--- src/rtl/sprite_pkg.sv ---
// Shared screen geometry, pixel/colour types and the sprite ROM address map.
package sprite_pkg;

  localparam int unsigned SCREEN_W = 640;
  localparam int unsigned SCREEN_H = 480;
  localparam int unsigned COORD_W  = 10;
  localparam int unsigned COLOR_W  = 4;

  typedef logic [COORD_W-1:0] coord_t;
  typedef logic [COLOR_W-1:0] color4_t;

  // Frames are stored back to back, each frame row-major.
  function automatic int unsigned sprite_rom_addr(input int unsigned frame,
                                                  input int unsigned lx,
                                                  input int unsigned ly,
                                                  input int unsigned spr_w,
                                                  input int unsigned spr_h);
    return frame * spr_w * spr_h + ly * spr_w + lx;
  endfunction

endpackage

--- src/rtl/sprite_layer_renderer_anim_ctrl.sv ---
// vsync falling-edge detect, tear-free position/flip latch and animation frame stepping.
module sprite_anim_ctrl
  import sprite_pkg::*;
#(
  parameter int unsigned FRAMES       = 4,
  parameter int unsigned FRAME_PERIOD = 8,
  parameter int unsigned FRAME_W      = 2,
  parameter int unsigned CNT_W        = 3
) (
  input  logic               clk,
  input  logic               rst,
  input  logic               vs,
  input  logic [9:0]         pos_x,
  input  logic [9:0]         pos_y,
  input  logic               flip_h,
  input  logic               anim_en,
  output logic [9:0]         lat_x,
  output logic [9:0]         lat_y,
  output logic               lat_flip,
  output logic [FRAME_W-1:0] frame
);

  logic               vs_d, vs_q;
  coord_t             lat_x_d, lat_x_q, lat_y_d, lat_y_q;
  logic               lat_flip_d, lat_flip_q;
  logic [FRAME_W-1:0] frame_d, frame_q;
  logic [CNT_W-1:0]   cnt_d, cnt_q;

  always_comb begin
    vs_d       = vs;
    lat_x_d    = lat_x_q;
    lat_y_d    = lat_y_q;
    lat_flip_d = lat_flip_q;
    frame_d    = frame_q;
    cnt_d      = cnt_q;
    if (vs_q && !vs) begin
      lat_x_d    = pos_x;
      lat_y_d    = pos_y;
      lat_flip_d = flip_h;
      if (anim_en) begin
        if (cnt_q == CNT_W'(FRAME_PERIOD - 1)) begin
          cnt_d   = '0;
          frame_d = (frame_q == FRAME_W'(FRAMES - 1)) ? '0 : frame_q + FRAME_W'(1);
        end else begin
          cnt_d = cnt_q + CNT_W'(1);
        end
      end
    end
  end

  always_ff @(posedge clk or posedge rst) begin
    if (rst) begin
      vs_q       <= 1'b1;
      lat_x_q    <= '0;
      lat_y_q    <= '0;
      lat_flip_q <= 1'b0;
      frame_q    <= '0;
      cnt_q      <= '0;
    end else begin
      vs_q       <= vs_d;
      lat_x_q    <= lat_x_d;
      lat_y_q    <= lat_y_d;
      lat_flip_q <= lat_flip_d;
      frame_q    <= frame_d;
      cnt_q      <= cnt_d;
    end
  end

  assign lat_x    = lat_x_q;
  assign lat_y    = lat_y_q;
  assign lat_flip = lat_flip_q;
  assign frame    = frame_q;

endmodule

--- src/rtl/sprite_layer_renderer.sv ---
// Pipelined sprite layer: box test and ROM address, ROM read, then registered palette colour and hit.
module sprite_layer_renderer
  import sprite_pkg::*;
#(
  parameter int unsigned SPR_W        = 104,
  parameter int unsigned SPR_H        = 26,
  parameter int unsigned IDX_W        = 2,
  parameter int unsigned FRAMES       = 4,
  parameter int unsigned FRAME_PERIOD = 8,
  parameter int unsigned SCALE_SHIFT  = 0,
  parameter int unsigned TRANSP_IDX   = 0,
  parameter int unsigned ADDR_W       = $clog2(FRAMES * SPR_W * SPR_H)
) (
  input  logic              vga_clk,
  input  logic              Reset,
  input  logic [9:0]        DrawX,
  input  logic [9:0]        DrawY,
  input  logic              blank,
  input  logic              vs,
  input  logic              enable,
  input  logic [9:0]        pos_x,
  input  logic [9:0]        pos_y,
  input  logic              flip_h,
  input  logic              anim_en,
  output logic [ADDR_W-1:0] rom_addr,
  input  logic [IDX_W-1:0]  rom_q,
  output logic [IDX_W-1:0]  pal_idx,
  input  logic [3:0]        pal_red,
  input  logic [3:0]        pal_green,
  input  logic [3:0]        pal_blue,
  output logic [3:0]        red,
  output logic [3:0]        green,
  output logic [3:0]        blue,
  output logic              hit
);

  localparam int unsigned FRAME_W = (FRAMES > 1) ? $clog2(FRAMES) : 1;
  localparam int unsigned CNT_W   = (FRAME_PERIOD > 1) ? $clog2(FRAME_PERIOD) : 1;
  localparam int unsigned BOX_W   = SPR_W << SCALE_SHIFT;
  localparam int unsigned BOX_H   = SPR_H << SCALE_SHIFT;

  coord_t             lat_x, lat_y;
  logic               lat_flip;
  logic [FRAME_W-1:0] frame;

  sprite_anim_ctrl #(
    .FRAMES      (FRAMES),
    .FRAME_PERIOD(FRAME_PERIOD),
    .FRAME_W     (FRAME_W),
    .CNT_W       (CNT_W)
  ) u_anim (
    .clk     (vga_clk),
    .rst     (Reset),
    .vs      (vs),
    .pos_x   (pos_x),
    .pos_y   (pos_y),
    .flip_h  (flip_h),
    .anim_en (anim_en),
    .lat_x   (lat_x),
    .lat_y   (lat_y),
    .lat_flip(lat_flip),
    .frame   (frame)
  );

  // Stage 0: 11-bit box test so lat + box size never wraps; screen edge clips.
  logic [10:0] x11, y11, lx11, ly11, dx, dy, tx, ty;
  logic        in_box_c;

  always_comb begin
    x11      = {1'b0, DrawX};
    y11      = {1'b0, DrawY};
    lx11     = {1'b0, lat_x};
    ly11     = {1'b0, lat_y};
    dx       = x11 - lx11;
    dy       = y11 - ly11;
    in_box_c = (x11 >= lx11) && (x11 < lx11 + 11'(BOX_W)) &&
               (y11 >= ly11) && (y11 < ly11 + 11'(BOX_H)) &&
               (x11 < 11'(SCREEN_W)) && (y11 < 11'(SCREEN_H));
    tx       = dx >> SCALE_SHIFT;
    ty       = dy >> SCALE_SHIFT;
    if (lat_flip) tx = 11'(SPR_W - 1) - tx;
    rom_addr = '0;
    if (in_box_c) rom_addr = ADDR_W'(sprite_rom_addr(32'(frame), 32'(tx), 32'(ty), SPR_W, SPR_H));
  end

  // Stage 1 travels alongside the ROM read; output stage masks transparent texels.
  logic    valid1_d, valid1_q, blank1_d, blank1_q;
  logic    hit_d, hit_q;
  color4_t red_d, red_q, green_d, green_q, blue_d, blue_q;

  assign pal_idx = rom_q;

  always_comb begin
    valid1_d = in_box_c & enable;
    blank1_d = blank;
    hit_d    = blank1_q & valid1_q & (rom_q != IDX_W'(TRANSP_IDX));
    red_d    = '0;
    green_d  = '0;
    blue_d   = '0;
    if (hit_d) begin
      red_d   = pal_red;
      green_d = pal_green;
      blue_d  = pal_blue;
    end
  end

  always_ff @(posedge vga_clk or posedge Reset) begin
    if (Reset) begin
      valid1_q <= 1'b0;
      blank1_q <= 1'b0;
      hit_q    <= 1'b0;
      red_q    <= '0;
      green_q  <= '0;
      blue_q   <= '0;
    end else begin
      valid1_q <= valid1_d;
      blank1_q <= blank1_d;
      hit_q    <= hit_d;
      red_q    <= red_d;
      green_q  <= green_d;
      blue_q   <= blue_d;
    end
  end

  assign hit   = hit_q;
  assign red   = red_q;
  assign green = green_q;
  assign blue  = blue_q;

endmodule
--- config.mk ---
export PLATFORM = sky130hd
export DESIGN_NAME = sprite_layer_renderer
export DESIGN_NICKNAME = d
export VERILOG_FILES = /design/src/rtl/sprite_pkg.sv /design/src/rtl/sprite_layer_renderer_anim_ctrl.sv /design/src/rtl/sprite_layer_renderer.sv
export SDC_FILE = /design/constraint.sdc
export NUM_CORES = 1
export LEC_CHECK = 0
export CAP_MARGIN = 20
export CORE_ASPECT_RATIO = 1.25
export CORE_UTILIZATION = 40
export CTS_BUF_LIST = sky130_fd_sc_hd__clkbuf_8
export CTS_CLUSTER_DIAMETER = 60
export DETAILED_ROUTE_END_ITERATION = 10
export HOLD_SLACK_MARGIN = 0.15
export PLACE_DENSITY = 0.67
export REMOVE_ABC_BUFFERS = 1
export SKIP_CTS_REPAIR_TIMING = 1
export SYNTH_ARGS = -nofsm -noshare
export SYNTH_HDL_FRONTEND = slang
export SYNTH_SLANG_ARGS = --single-unit
export TNS_END_PERCENT = 30
--- constraint.sdc ---
create_clock -name vga_clk -period 6.3 [get_ports vga_clk]
set_input_delay 0.63 -clock vga_clk [delete_from_list [all_inputs] [get_ports vga_clk]]
set_output_delay 0.63 -clock vga_clk [all_outputs]
set_load 0.01 [all_outputs]
==> results of run 1 <==
-- synthesized netlist by cell type (10+ instances only) --
library cell  number  area (um^2)
a21o_1            11         82.6
a21oi_1           25          125
and2_1            17          106
clkbuf_1          10         37.5
dfrtp_1           41         1030
fa_1              15          300
ha_1              81         1010
inv_1             71          267
nand2_1           37          139
nor2_1            21         78.8
nor2b_1           10         62.6
nor3_1            24          120
o21a_1            11         82.6
o21ai_0           36          180
xnor2_1           36          315
xor2_1            18          158
-- through the flow --
stage | hold WS [ns] | setup WS, ns | power, uW | setup TNS (ns) | cell area (um^2)
finish | 0.520 | -0.0549 | 4020 | -0.0549 | 6680
global placement | 0.492 | -0.768 | 3470 | -1.00 | 6430
detailed placement | 0.503 | -0.900 | 3610 | -1.35 | 6430
floorplan | 0.480 | 0.279 | 2490 | 0 | 4720
global route | 0.541 | -0.298 | 4470 | -0.298 | 6680
CTS | 0.521 | -0.915 | 3840 | -1.39 | 6540
-- kinds of logic after synthesis --
logic type | Yosys count | synth area share
fa+ha+maj | 96 | 0.275
buf+inv | 84 | 0.0679
mux | 4 | 0.00944
simple gates | 135 | 0.142
flops | 42 | 0.220
compound gates | 128 | 0.176
xor+xnor | 56 | 0.109
-- cells in the final DEF (no fill, tap or decap), types with 4 or more instances in the layout --
cell             count
a211oi_1             8
a21o_1              11
a21oi_1             20
a21oi_2              5
a31oi_1              4
and2_1              16
buf_4               85
clkbuf_8             5
clkdlybuf4s50_1     84
dfrtp_1             41
dlymetal6s2s_1       4
fa_1                14
ha_1                77
ha_4                 4
inv_1               71
mux2_2               4
nand2_1             37
nand3_1              5
nand4_1              4
nor2_1              19
nor2b_1              9
nor3_1              24
nor3b_1              5
o211ai_1             4
o21a_1              11
o21ai_0             31
o21ai_1              4
o21bai_1             5
or3_1                4
xnor2_1             33
xor2_1              18
-- final timing paths --
check	cells after the start	from	endpoint	slack [ns]
max in group asynchronous	3	Reset	u_anim.cnt_q[1]$_DFFE_PP0P_	5.14
max	24	DrawY[0]	rom_addr[13]	-0.05
max reg2reg	11	u_anim.lat_y[1]$_DFFE_PP0P_	valid1_q$_DFF_PP0_	3.44
min	1	u_anim.lat_x[0]$_DFFE_PP0P_	u_anim.lat_x[0]$_DFFE_PP0P_	0.52
min in group asynchronous	3	Reset	u_anim.lat_y[3]$_DFFE_PP0P_	0.77
min reg2reg	1	u_anim.lat_x[0]$_DFFE_PP0P_	u_anim.lat_x[0]$_DFFE_PP0P_	0.52
-- flip-flops by register name, indices dropped and copies added (netlist names) --
name             flops
blank1_q             1
blue                 4
green                4
hit                  1
red                  4
u_anim.cnt_q         3
u_anim.frame         2
u_anim.lat_flip      1
u_anim.lat_x        10
u_anim.lat_y        10
u_anim.vs_q          1
valid1_q             1
-- layer usage --
metal	up-vias	global-route usage	share of wire
met2	72	0.370	0.53
met4	0	0.0717	0.021
met1	2054	0.211	0.42
met3	16	0.0286	0.030
li1	2205	-	-
met5	-	0	0
-- power breakdown --
part / total, uW / leakage, uW / switching [uW] / internal (uW)
clock network: 211 / 0.0000607 / 95.3 / 115
registers: 326 / 0.000539 / 26.1 / 300
logic: 3480 / 0.00266 / 1620 / 1860
-- layout make-up --
class / instances / area share
Tap cell: 161 / 0.0301
Multi-Input combinational cell: 419 / 0.527
Inverter: 71 / 0.0399
Clock buffer: 5 / 0.0103
Timing Repair Buffer: 174 / 0.230
Sequential cell: 42 / 0.157
Clock inverter: 3 / 0.00562
-- critical path, cell delays in order --
cell and delay [ns]:
clkdlybuf4s50_1 0.47, inv_1 0.05, ha_1 0.21, inv_1 0.08, fa_2 0.47, ha_1 0.30, ha_1 0.35, xnor2_2 0.18
inv_1 0.07, ha_1 0.29, a21o_1 0.17, a21oi_2 0.19, xor2_1 0.21, fa_1 0.43, inv_1 0.07, ha_1 0.25
o21a_1 0.12, o21ai_1 0.15, a21oi_2 0.06, a311oi_2 0.24, xnor3_2 0.29, xnor3_1 0.20, nor3_2 0.10, buf_2 0.15
==> metrics.md, run 1 <==
| Metric | Value |
|---|---|
| Outcome | complete, but fails checks |
| Failing checks | negative setup slack |
| Routed len/inst | 13.3 um |
| Leakage | 0.00325 uW |
| ANT nets after route | 0 |
| Fillers | 1069 |
| Final min period | 6.35 ns |
| Final wirelength | 11.7 mm |
| Die height | 124 um |
| CP Capture Type | output port |
| Setup violations, final | 1 |
| Avg Vias per Cell | 4.97 |
| VDD IR max | 587 uV |
| First-pass GRT wire length | 19.1 mm |
| GRT Total Usage | 0.192 |
| DR vias | 4347 |
| Max Slew Vio Count | 0 |
| Register area | 1050 um^2 |
| Ports | 90 |
| Worst Path Required | 5.67 ns |
| Die area | 12400 um^2 |
| Final setup margin | -0.0549 ns |
| FP Rows | 44 |
| I/O Buffers | 89 |
| ANT cells | 0 |
| CP Data Arrival Time | 5.72 ns |
| Skew final | 0.00592 ns |
| Mapped Cells | 545 |
| Max-Cap Viols | 0 |
| Largest net degree at the start of global routing | 43 |
| Iter 0 DRT Violations | 126 |
| Vias in the first global route | 4507 |
| CTS tree | yes |
| WS Path Type | input pin to output port |
| CTS Root Cell | clkbuf_8 |
| Fin cells | 875 |
| Die Wd | 99.7 um |
| Mean Syn Cell Area | 8.76 um^2 |
| Register area share after synthesis | 0.220 |
| Clock-pin slew on the worst setup and hold paths | 0.08 ns |
| TritonCTS Buffers | 5 |
| Startpoint types | input pin |
| Clk sink count | 42 |
| Share of synthesized registers carrying an async set or reset | 1.00 |
| CP max FO | 3 |
| Fin nets | 870 |
| Layout cells sized above 1 | 0.178 |
| Initial cell density of the core | 0.411 |
| Placed insts | 864 |
| Area of the multi-input gates | 3520 um^2 |
| Rel. slew slack | 0.591 |
| Max Clk Rate | 0.157 GHz |
| Initial antenna violation count | 0 |
| Core area | 11600 um^2 |
| Worst slew pin tran | 0.611 ns |
| Clock latency on the worst-skew pair | 0.30 ns |
| FF+latch count, synth | 42 |
| Post-synth EDFFs | 0 |
| Synth Warn # | 0 |
| Period utilization | 1.01 |
| Post-Synthesis Cell Area | 4770 um^2 |
| RSZ-0062 raised after global routing | true |
| Clock buffer depth | 2 |
| Hold Violations, Final | 0 |
| Pre-antenna DRT Iters | 4 |
| Detailed placement HPWL | 9.74 mm |
| Residual DRC | 0 |
| Pwr Density | 601 nW/um^2 |
| Worst min-delay path category | flop to flop |
| Final core occ | 0.575 |
| Number of distinct library cells after synthesis | 54 |
| Routability cong. | 0.853 |
| Gr ovfl total | 0 |
| H-tree levels | 2 |
| Ys flop type | dfrtp_1 |
| Area Growth Syn to Fin | 40.0% |
No activity file was read; power rests on OpenSTA's default activity.
==> inputs of run 2 (changes only) <==
--- a/config.mk
+++ b/config.mk
@@ -6,13 +6,15 @@
 export NUM_CORES = 1
 export LEC_CHECK = 0
 export CAP_MARGIN = 20
+export CELL_PAD_IN_SITES_DETAIL_PLACEMENT = 1
+export CELL_PAD_IN_SITES_GLOBAL_PLACEMENT = 1
 export CORE_ASPECT_RATIO = 1.25
 export CORE_UTILIZATION = 40
 export CTS_BUF_LIST = sky130_fd_sc_hd__clkbuf_8
 export CTS_CLUSTER_DIAMETER = 60
 export DETAILED_ROUTE_END_ITERATION = 10
 export HOLD_SLACK_MARGIN = 0.15
-export PLACE_DENSITY = 0.67
+export PLACE_DENSITY = 0.84
 export REMOVE_ABC_BUFFERS = 1
 export SKIP_CTS_REPAIR_TIMING = 1
 export SYNTH_ARGS = -nofsm -noshare
==> metrics.md, run 2 (synthesis results as in run 1) <==
| Metric | Value |
|---|---|
| Initial antenna violation count | 0 |
| Pre-antenna DRT Iters | 4 |
| Max Clk Rate | 0.157 GHz |
| Hold depth | 1 |
| Final setup margin | -0.0547 ns |
| Flop pwr share | 0.070 |
| R2R Setup Slk | 2.81 ns |
| CTS Root Cell | clkbuf_8 |
| CP max FO | 3 |
| Pwr Density | 682 nW/um^2 |
| CP Data Arrival Time | 5.72 ns |
| Die area | 12400 um^2 |
| Iter 0 DRT Violations | 138 |
| Hold Violations, Final | 0 |
| Routed len/inst | 18.2 um |
| Final wirelength | 16.0 mm |
| Die height | 124 um |
| TritonCTS Buffers | 5 |
| Detailed placement HPWL | 12.4 mm |
| Gr ovfl total | 0 |
| H-tree levels | 2 |
| VDD IR max | 803 uV |
| Final min period | 6.35 ns |
| Logic pwr share | 0.887 |
| Worst min-delay path category | flop to flop |
| I/O Buffers | 89 |
| Worst slew pin tran | 0.937 ns |
| Sw frac | 0.468 |
| Residual DRC | 0 |
| Startpoint types | input pin |
| Period utilization | 1.01 |
| CP startpoint | DrawY[0] |
| ANT cells | 0 |
| CTS tree | yes |
| Clock latency on the worst-skew pair | 0.33 ns |
| Sw Pwr | 2180 uW |
| ANT nets after route | 0 |
| RSZ-0062 raised after global routing | true |
| Failing checks | negative setup slack |
| Worst Path Required | 5.67 ns |
| Clock power frac | 0.043 |
| Clock buffer depth | 2 |
| Area Growth Syn to Fin | 43.3% |
| Clk sink count | 42 |
| Power, Total | 4660 uW |
| Reg-to-reg endpoint | valid1_q$_DFF_PP0_ |
| Ports | 90 |
| Commonest non-fill, non-tap cell in the layout | buf_4 |
| Leakage | 0.00328 uW |
| Hold_ws | 0.525 ns |
| Final core occ | 0.589 |
| CP Capture Type | output port |
| Rel. slew slack | 0.374 |
| Layout cells sized above 1 | 0.213 |
| Final Cell Area | 6840 um^2 |
| First-pass GRT wire length | 24.1 mm |
| WS Path Type | input pin to output port |
| R2R Path Start | u_anim.lat_y[1]$_DFFE_PP0P_ |
| Avg Vias per Cell | 5.34 |
| Core area | 11600 um^2 |
| Clock-pin slew on the worst setup and hold paths | 0.10 ns |
| Final TNS setup | -0.0547 ns |
| Post-DP Area | 6470 um^2 |
| Vias in the first global route | 5092 |
| Routability cong. | 0.885 |
| Setup violations, final | 1 |
| R2R cell count | 12 |
| CP endpoint | rom_addr[13] |
| Outcome | complete, but fails checks |
| Max-Cap Viols | 0 |
| Fin nets | 875 |
| GRT Total Usage | 0.250 |
| FP Rows | 44 |
| Largest net degree at the start of global routing | 43 |
| Skew final | 0.0166 ns |
| Internal | 2480 uW |
| Commonest non-fill, non-tap cells in the layout | buf_4, clkdlybuf4s50_1, inv_1, ha_1, dfrtp_1 |
| DR vias | 4697 |
| Initial cell density of the core | 0.411 |
| Die Wd | 99.7 um |
| Max Slew Vio Count | 0 |
-- run 2: cell types whose count changed in the layout (fill, tap and decap cells not counted), sizes merged --
cell / previous run / this run
clkdlybuf4s50: 84 / 81
buf: 86 / 91
bufinv: 1 / 0
inv: 72 / 73
clkbuf: 5 / 6
dlymetal6s2s: 4 / 6
-- run 2: cell type report --
type | instances | area [um^2]
tap | 161 | 201
clock buffer | 5 | 68.8
multi-input combinational | 419 | 3650
fill | 1358 | 4780
inverter | 71 | 267
timing repair buffer | 179 | 1570
sequential | 42 | 1050
clock inverter | 3 | 26.3
-- run 2: power by group through the flow --
stage	Combinational, uW	Clock [uW]	Sequential, uW
after CTS	3510	207	328
after detailed placement	3480	0	334
after global routing	4460	216	333
after global placement	3160	0	329
after floorplan	2160	0	326
final	4130	200	328
-- run 2: worst min path at each step --
| stage | slack, ns | start | endpoint |
|---|---|---|---|
| floorplan | 0.48 | u_anim.cnt_q[0]$_DFFE_PP0P_ | u_anim.cnt_q[0]$_DFFE_PP0P_ |
| global placement | 0.49 | u_anim.cnt_q[0]$_DFFE_PP0P_ | u_anim.cnt_q[0]$_DFFE_PP0P_ |
| detailed placement | 0.51 | u_anim.lat_x[0]$_DFFE_PP0P_ | u_anim.lat_x[0]$_DFFE_PP0P_ |
| CTS | 0.53 | u_anim.lat_x[0]$_DFFE_PP0P_ | u_anim.lat_x[0]$_DFFE_PP0P_ |
| global route | 0.55 | u_anim.lat_x[0]$_DFFE_PP0P_ | u_anim.lat_x[0]$_DFFE_PP0P_ |
| finish | 0.52 | u_anim.lat_x[0]$_DFFE_PP0P_ | u_anim.lat_x[0]$_DFFE_PP0P_ |
-- run 2: per-stage QoR --
stage | instances | worst slack (ns)
final | 880 | -0.0547
after global routing | 880 | -0.196
after CTS | 877 | -1.25
after detailed placement | 869 | -1.22
after global placement | 869 | -0.747
after floorplan | 532 | 0.279
-- run 2: critical path, stage by stage --
cell	delay, ns
dlymetal6s2s_1	0.13
inv_2	0.06
ha_2	0.18
inv_1	0.08
fa_2	0.42
xor2_2	0.20
buf_4	0.15
ha_1	0.31
inv_1	0.08
fa_1	0.52
inv_1	0.07
ha_4	0.25
nor2b_1	0.12
o21ai_1	0.12
nand2b_1	0.12
xnor2_2	0.17
fa_1	0.52
inv_1	0.06
ha_2	0.19
a21oi_2	0.15
nor2b_1	0.07
a311oi_2	0.27
xnor3_2	0.33
xnor3_1	0.20
nor3_2	0.13
buf_2	0.17
-- run 2: per-layer routing --
| metal | up-vias | share of wire | global-route usage | wire length, um |
|---|---|---|---|---|
| met5 | - | 0 | 0 | 0 |
| met4 | 0 | 0.045 | 0.110 | 727 |
| met3 | 50 | 0.028 | 0.0292 | 451 |
| met2 | 117 | 0.56 | 0.498 | 8970 |
| met1 | 2319 | 0.37 | 0.260 | 5890 |
| li1 | 2211 | - | - | - |
